### src/rtl/mem_port_arbiter.sv
// Three-way arbiter for the shared 16-bit memory port: fixed priority dm > if > ld,
// a starvation override for the loader, and MEM_LAT-cycle sequencing of each access.
module mem_port_arbiter #(
  parameter int MEM_LAT  = 1,
  parameter int MAX_WAIT = 4
) (
  input  logic        clk_i,
  input  logic        rst_i,
  input  logic        if_req_i,
  input  logic [15:0] if_addr_i,
  output logic        if_gnt_o,
  output logic        if_rvalid_o,
  input  logic        dm_req_i,
  input  logic        dm_we_i,
  input  logic [15:0] dm_addr_i,
  input  logic [15:0] dm_wdata_i,
  output logic        dm_gnt_o,
  output logic        dm_rvalid_o,
  input  logic        ld_req_i,
  input  logic        ld_we_i,
  input  logic [15:0] ld_addr_i,
  input  logic [15:0] ld_wdata_i,
  output logic        ld_gnt_o,
  output logic        ld_rvalid_o,
  output logic [15:0] rdata_o,
  output logic        busy_o,
  output logic        mem_en_o,
  output logic        mem_we_o,
  output logic [15:0] mem_addr_o,
  output logic [15:0] mem_wdata_o,
  input  logic [15:0] mem_rdata_i
);
  typedef enum logic {IDLE, BUSY} state_e;

  // id is one-hot {ld, dm, if} so it maps straight onto the gnt/rvalid strobes
  typedef struct packed {
    logic [2:0]  id;
    logic        we;
    logic [15:0] addr;
    logic [15:0] wdata;
  } acc_t;

  localparam logic [2:0] LAT_INIT = 3'(MEM_LAT - 1);
  localparam logic [3:0] WAIT_MAX = 4'(MAX_WAIT);

  state_e      state_q, state_d;
  logic [2:0]  lat_q, lat_d;
  acc_t        acc_q, acc_d;
  logic [3:0]  ld_wait_q, ld_wait_d;
  logic [15:0] rdata_q, rdata_d;
  logic [2:0]  gnt_q, gnt_d;
  logic [2:0]  rvalid_q, rvalid_d;
  logic        any_req, ld_force;
  logic [2:0]  win;

  always_comb begin
    any_req  = if_req_i | dm_req_i | ld_req_i;
    ld_force = ld_req_i && (ld_wait_q == WAIT_MAX);
    if (ld_force || !(dm_req_i || if_req_i)) win = 3'b100;
    else if (dm_req_i)                       win = 3'b010;
    else                                     win = 3'b001;
  end

  always_comb begin
    state_d   = state_q;
    lat_d     = lat_q;
    acc_d     = acc_q;
    ld_wait_d = ld_wait_q;
    rdata_d   = rdata_q;
    gnt_d     = '0;
    rvalid_d  = '0;
    case (state_q)
      IDLE: begin
        if (any_req) begin
          state_d  = BUSY;
          lat_d    = LAT_INIT;
          gnt_d    = win;
          acc_d.id = win;
          if (win[2]) begin
            acc_d.we    = ld_we_i;
            acc_d.addr  = ld_addr_i;
            acc_d.wdata = ld_wdata_i;
          end else if (win[1]) begin
            acc_d.we    = dm_we_i;
            acc_d.addr  = dm_addr_i;
            acc_d.wdata = dm_wdata_i;
          end else begin
            acc_d.we    = 1'b0;
            acc_d.addr  = if_addr_i;
            acc_d.wdata = '0;
          end
          // loader loss counter only moves when an arbitration actually happens
          if (ld_req_i && !win[2])
            ld_wait_d = (ld_wait_q == WAIT_MAX) ? ld_wait_q : ld_wait_q + 4'd1;
          else
            ld_wait_d = '0;
        end
      end
      BUSY: begin
        if (lat_q == '0) begin
          state_d = IDLE;
          if (!acc_q.we) begin
            rdata_d  = mem_rdata_i;
            rvalid_d = acc_q.id;
          end
        end else begin
          lat_d = lat_q - 3'd1;
        end
      end
    endcase
  end

  always_ff @(posedge clk_i) begin
    if (rst_i) begin
      state_q   <= IDLE;
      lat_q     <= '0;
      acc_q     <= '0;
      ld_wait_q <= '0;
      rdata_q   <= '0;
      gnt_q     <= '0;
      rvalid_q  <= '0;
    end else begin
      state_q   <= state_d;
      lat_q     <= lat_d;
      acc_q     <= acc_d;
      ld_wait_q <= ld_wait_d;
      rdata_q   <= rdata_d;
      gnt_q     <= gnt_d;
      rvalid_q  <= rvalid_d;
    end
  end

  assign busy_o      = (state_q == BUSY);
  assign mem_en_o    = busy_o;
  assign mem_we_o    = busy_o & acc_q.we;
  assign mem_addr_o  = busy_o ? acc_q.addr  : '0;
  assign mem_wdata_o = busy_o ? acc_q.wdata : '0;
  assign rdata_o     = rdata_q;
  assign if_gnt_o    = gnt_q[0];
  assign dm_gnt_o    = gnt_q[1];
  assign ld_gnt_o    = gnt_q[2];
  assign if_rvalid_o = rvalid_q[0];
  assign dm_rvalid_o = rvalid_q[1];
  assign ld_rvalid_o = rvalid_q[2];
endmodule

### config.mk
export PLATFORM = sky130hd
export DESIGN_NAME = mem_port_arbiter
export DESIGN_NICKNAME = d
export VERILOG_FILES = /design/src/rtl/mem_port_arbiter.sv
export SDC_FILE = /design/constraint.sdc
export NUM_CORES = 1
export LEC_CHECK = 0
export CAP_MARGIN = 20
export CORE_AREA = 2 2 87 89
export CTS_BUF_LIST = sky130_fd_sc_hd__clkbuf_4 sky130_fd_sc_hd__clkbuf_8
export CTS_CLUSTER_SIZE = 14
export DETAILED_ROUTE_END_ITERATION = 16
export DIE_AREA = 0 0 89 91
export HOLD_SLACK_MARGIN = 0.03
export PLACE_DENSITY = 0.85
export SLEW_MARGIN = 20
export SYNTH_ARGS = -nofsm -noshare
export SYNTH_HDL_FRONTEND = slang
export SYNTH_SLANG_ARGS = --single-unit
### constraint.sdc
create_clock -name clk_i -period 3 [get_ports clk_i]
set_input_delay 0.9 -clock clk_i [delete_from_list [all_inputs] [get_ports clk_i]]
set_output_delay 0.9 -clock clk_i [all_outputs]
set_load 0.01 [all_outputs]
* After elaboration in Yosys (flattened, before gate mapping)
Index checks and enable logic that the tools add are counted.
** Cells by class
- Reductions and logical operators :: 13
- Multiply operators :: 0
- Muxes and demuxes :: 14
- Shift-type cells :: 0
- Bitwise operators :: 7
- Order comparisons :: 0
- Divide/modulo/power cells :: 0
- Equal/unequal tests :: 4
- $add $sub $neg :: 2
** Operator list (count)
- $mux 33 :: 2
- $mux 16 :: 2
- $mux 3 :: 3
- $mux 4 :: 2
- $ne 2x2->1 const B :: 3
- $pmux 3 s2 :: 1
- $reduce_and 3->1 :: 2
- $add 4x1->4 const B :: 1
- $eq 4x3->1 const B :: 1
- $not 1->1 :: 4
- $reduce_and 2->1 :: 2
- $reduce_or 4->1 :: 1
- $logic_not 3->1 :: 1
- $reduce_or 3->1 :: 1
- $sub 3x1->3 const B :: 1
- $logic_and 1x1->1 :: 2
- $logic_not 1->1 :: 2
- $logic_or 1x1->1 :: 2
- $mux 1 :: 2
- $mux 2 :: 1
- $or 1x1->1 :: 2
- $pmux 1 s2 :: 1
- $and 1x1->1 :: 1
** Storage, ports and cells
- Input port bits :: 103
- Memory bits (read-only) :: 0
- Memories :: 0
- Output and inout port bits :: 57
- Register bits after elaboration :: 66
- RAM bits :: 0
- Bits in latches :: 0

* Longest topological paths before layout
- Depth in word-level cells :: 8
- Mapped depth :: 9

* Worst setup path after synthesis
OpenSTA, ideal clock, no wires.
- Kind :: input port to flip-flop
- Start :: input port ld_req_i
- End :: register acc_q[10] (netlist name)
- Stages on the path :: 7
- Data required time :: 2.878 ns
- Library setup time :: 0.122 ns
- Arrival time :: 2.117 ns
- Path slack :: 0.761 ns
- Path buffers :: 3
- Cells stage by stage :: buf_2 nand4b_4 and2_4 buf_6 nor3b_4 buf_6 a221o_1
** On the way
- Cells in the longest elaborated chain, start to end :: 5
- Elaborated cells on any way between the ends :: 7
** RTL lines
- from (decl) :: RTL line 19 : input logic ld_req_i,
- $logic_and 1x1->1 :: RTL line 58 : ld_force = ld_req_i && (ld_wait_q == WAIT_MAX);
- $logic_or 1x1->1 :: RTL line 59 : if (ld_force || !(dm_req_i || if_req_i)) win = 3'b100;
- $mux 3 :: RTL line 59
- $mux 33 :: RTL line 83 : end else if (win[1]) begin
- $mux 33 :: RTL line 79 : if (win[2]) begin
- to (signal assigned) :: RTL line 117 : acc_q <= '0;
- to (signal assigned) :: RTL line 125 : acc_q <= acc_d;
- to (decl) :: RTL line 48 : acc_t acc_q, acc_d;
Several ways; a longest one is shown, not always the timed one.
A chain may end at the register's enable or synchronous reset.

* Worst setup path after layout
- Start :: input port ld_req_i
- End :: register acc_q[13] (netlist name)
The elaborated chain is that of the path after synthesis.

==> impl_results.md <==
* GRT overflow at 0
* Period utilisation layout at 89.2%
* CTS clk-pin slew, worst paths at 0.08 ns
* Crit path required time at 3.27 ns
* Sequential-to-total area share from yosys stat at between 40 and 50%
* Synth Area in Compound Gates at 20.0%
* Most common cell after layout, fill and taps aside: clkdlybuf4s50_1
* Critical Path Sink: acc_q[13]$_SDFFE_PP0P_
* Die ar. at 8100 µm²
* CTS Root Cell: clkbuf_8
* TritonCTS clock tree: built
* Row count at 31
* Core Box Area at 7140 µm²
* Synth top area share at between 40% and 50%
* Vias in the first global route at 3,014
* Slew headroom at roughly half
* Status: finished, final reports clean
* Max_cap viols at 0
* Design Power at 0.00216 W
* Detailed-route via count at 3,029
* CP peak stage delay at 0.70 ns
* Reg2reg setup slack at between 0.8 and 0.9 ns
* Power per cell area at 443 nW/µm²
* CP Launch Point: ld_req_i
* Crit start category: input pin
* Crit path max fanout at 19
* # IOs at 160
* Via density at 5.13
* Largest net degree at the start of global routing at 46
* Synth Warn # at 0
* Worst Path Class, Setup: in2reg
* Area after DPL at between 4000 and 5000 µm²
* Routed wire length at 9.12 mm
* Total GRT Usage at 23.1%
* WP buf/inv at 1
* Crit end category: register
* R2r endpoint: acc_q[13]$_SDFFE_PP0P_
* Avg WL per Cell at around 15 µm
* Fin. Hold Viols at 0
* Worst-margin pin slew at 0.772 ns
* Leading cell types in the layout, fill and taps excluded: clkdlybuf4s50_1, dfxtp_1, and2_1, nand2_1, nor2_1
* Peak VDD IR at 352 µV
* Area share of xor/xnor cells in the synthesized design at 0%
* Min cycle time layout at ~2.7 ns
* Antenna diode count at 0
* Initial DRT Pass Iterations at 4
* Cell Area, Synth at about 3000 µm²
* Synth Area in Simple Gates at approximately 29%
* Post-Syn Instances at 338
* First-pass GRT wire length at 14.8 mm
* Initial antenna violation count at 0
* Proportion of layout cells with a drive suffix above 1 at 7.74%
* Worst path depth at 5
* Pins Over Slew Limit at 0
* Dpl cells at around 580
* Total CTS buffers at 9
* Largest cells by area after synthesis: dfxtp_1, and2_1, a221o_1
* # setup viols final at 0
* Crit path max-delay family: simple AND/OR/NAND/NOR gates
* Clock skew at about 0.014 ns
* Crit Reg-Reg Startpoint: ld_wait_q[0]$_SDFFE_PP0P_
* Post-DRT Antenna Nets at 0
* Die X-Extent at 89 µm
* Setup Buffers After CTS at 0
* H-tree depth at 3
* Cts hold-fix bufs at 0
* Worst-Skew Late Latency at between 0.3 and 0.4 ns
* Post-Synth Adder-Cell Area at 1.65%
* Leakage at roughly 1.8 nW
* Post-Syn Nets at 445
* Area Growth Syn to Fin at 61.0%
* Setup TNS at 0 ns
* FF+latch count, synth at 66
* Mapped Avg Cell Area at 8.97 µm²
* Final cell count without fillers at 590
* Worst EP arrival at 2.95 ns
* Crit-path cells: clkdlybuf4s50_1 -> nand4b_4 -> and2_4 -> nor3b_4 -> a221o_1
* Largest family of logic cells by synthesized area: simple AND/OR/NAND/NOR gates
* Initial drt markers at 185
* Nets at 594
* Die Ht at 91 µm
* CTS Buffer Depth at 2
* Post-synth cell types at 37
* DRC at 0
* Initial Utilization at 42.5%
* Fin area at 4880 µm²
* PostCTS Resize Cnt at 0
* GPL Wtd Cong at between 0.8 and 0.9
* Area leader, netlist: dfxtp_1
* Worst R2R Path Depth at 6
* Mux contribution to synthesized area at less than 1%
* Class of the worst hold path: reg2reg
* Slowest CP cell: nor3b_4
* DP HPWL at 6.65 mm
* RSZ-0062 raised after global routing: false
* Highest clock rate at 374 MHz
* CTS Sinks at 66
* PortBufs at 159
==> routing by layer <==
metal  track usage (%)  vias up  wire [µm]
met2              38.7      122       4470
met4              10.2        0        223
li1                  -     1513          -
met5                 0        -          0
met3              4.36       18        600
met1              28.2     1376       3830
==> per-stage QoR <==
step           hold slack (ns)  setup slack (ns)  util [%]
6_report                 0.452             0.324      68.4
5_1_grt                  0.473             0.216      68.4
4_1_cts                  0.455             0.368      68.3
3_5_place_dp             0.446            0.0167      65.6
3_3_place_gp             0.429            0.0626      65.6
2_1_floorplan            0.418             0.761         -
==> synthesized netlist by cell type <==
cell type and instances:
dfxtp_1 66, and2_1 50, nand2_1 39, nor2_1 29, clkbuf_1 21, a21oi_1 20, a221o_1 17, a221oi_1 16
a211oi_1 15, nor4b_1 15, buf_2 5, inv_1 5, ha_1 4, a31oi_1 3, nor3b_1 3, a21o_1 2
a32oi_1 2, buf_4 2, buf_6 2, nand2b_1 2, nand3_1 2, nor4_1 2, or2_2 2, a2111oi_4 1
and2_4 1, and4b_1 1, mux2_2 1, nand4_1 1, nand4b_1 1, nand4b_4 1, nor2_2 1, nor3_1 1
nor3_2 1, nor3b_4 1, o21ai_0 1, or2_1 1, or4b_2 1
==> sequential cells by signal, indices dropped and copies added, names as in the netlist <==
name	count
gnt_q	3
rdata_o	16
rvalid_q	3
ld_wait_q	4
busy_o	1
lat_q	3
acc_q	36
==> kinds of logic (layout without fill, tap and decap cells) <==
logic type / Yosys count / in the layout
DFF: 66 / 66
adders and majority gates: 4 / 4
and+or+nand+nor: 155 / 155
muxes: 1 / 1
buffers and inverters: 35 / 188
AOI/OAI and AO/OA: 77 / 77
==> layout make-up <==
cell class	count	area, µm²
Fill cell	590	2250
Timing Repair Buffer	168	1670
Multi-Input combinational cell	237	1560
Sequential cell	66	1320
Clock buffer	10	138
Tap cell	99	124
Clock inverter	5	55.1
Inverter	5	18.8
==> power by group <==
group | switching, W | internal [W] | total, W
registers | 0.0000313 | 0.000941 | 0.000972
logic | 0.000193 | 0.000271 | 0.000464
clock network | 0.000327 | 0.000399 | 0.000726
==> worst register-to-register path, delay by kind of cell (launching register included) <==
kind	cells	cell delay (ns)
buffers and inverters	1	0.07
adders and majority gates	1	0.24
DFF	1	0.39
and+or+nand+nor	3	1.12
AOI/OAI and AO/OA	1	0.28
==> worst min path at each step <==
stage                                  startpoint                 endpoint  slack [ns]  cells past startpoint
final                     rdata_o[0]$_SDFFE_PP0P_  rdata_o[0]$_SDFFE_PP0P_        0.45                      2
after global routing      rdata_o[0]$_SDFFE_PP0P_  rdata_o[0]$_SDFFE_PP0P_        0.47                      2
after CTS                 rdata_o[2]$_SDFFE_PP0P_  rdata_o[2]$_SDFFE_PP0P_        0.46                      2
after detailed placement  rdata_o[8]$_SDFFE_PP0P_  rdata_o[8]$_SDFFE_PP0P_        0.45                      2
after global placement     acc_q[35]$_SDFFE_PP0P_   acc_q[35]$_SDFFE_PP0P_        0.43                      1
after floorplan            acc_q[35]$_SDFFE_PP0P_   acc_q[35]$_SDFFE_PP0P_        0.42                      1
Power figures use the tool's default switching activity.
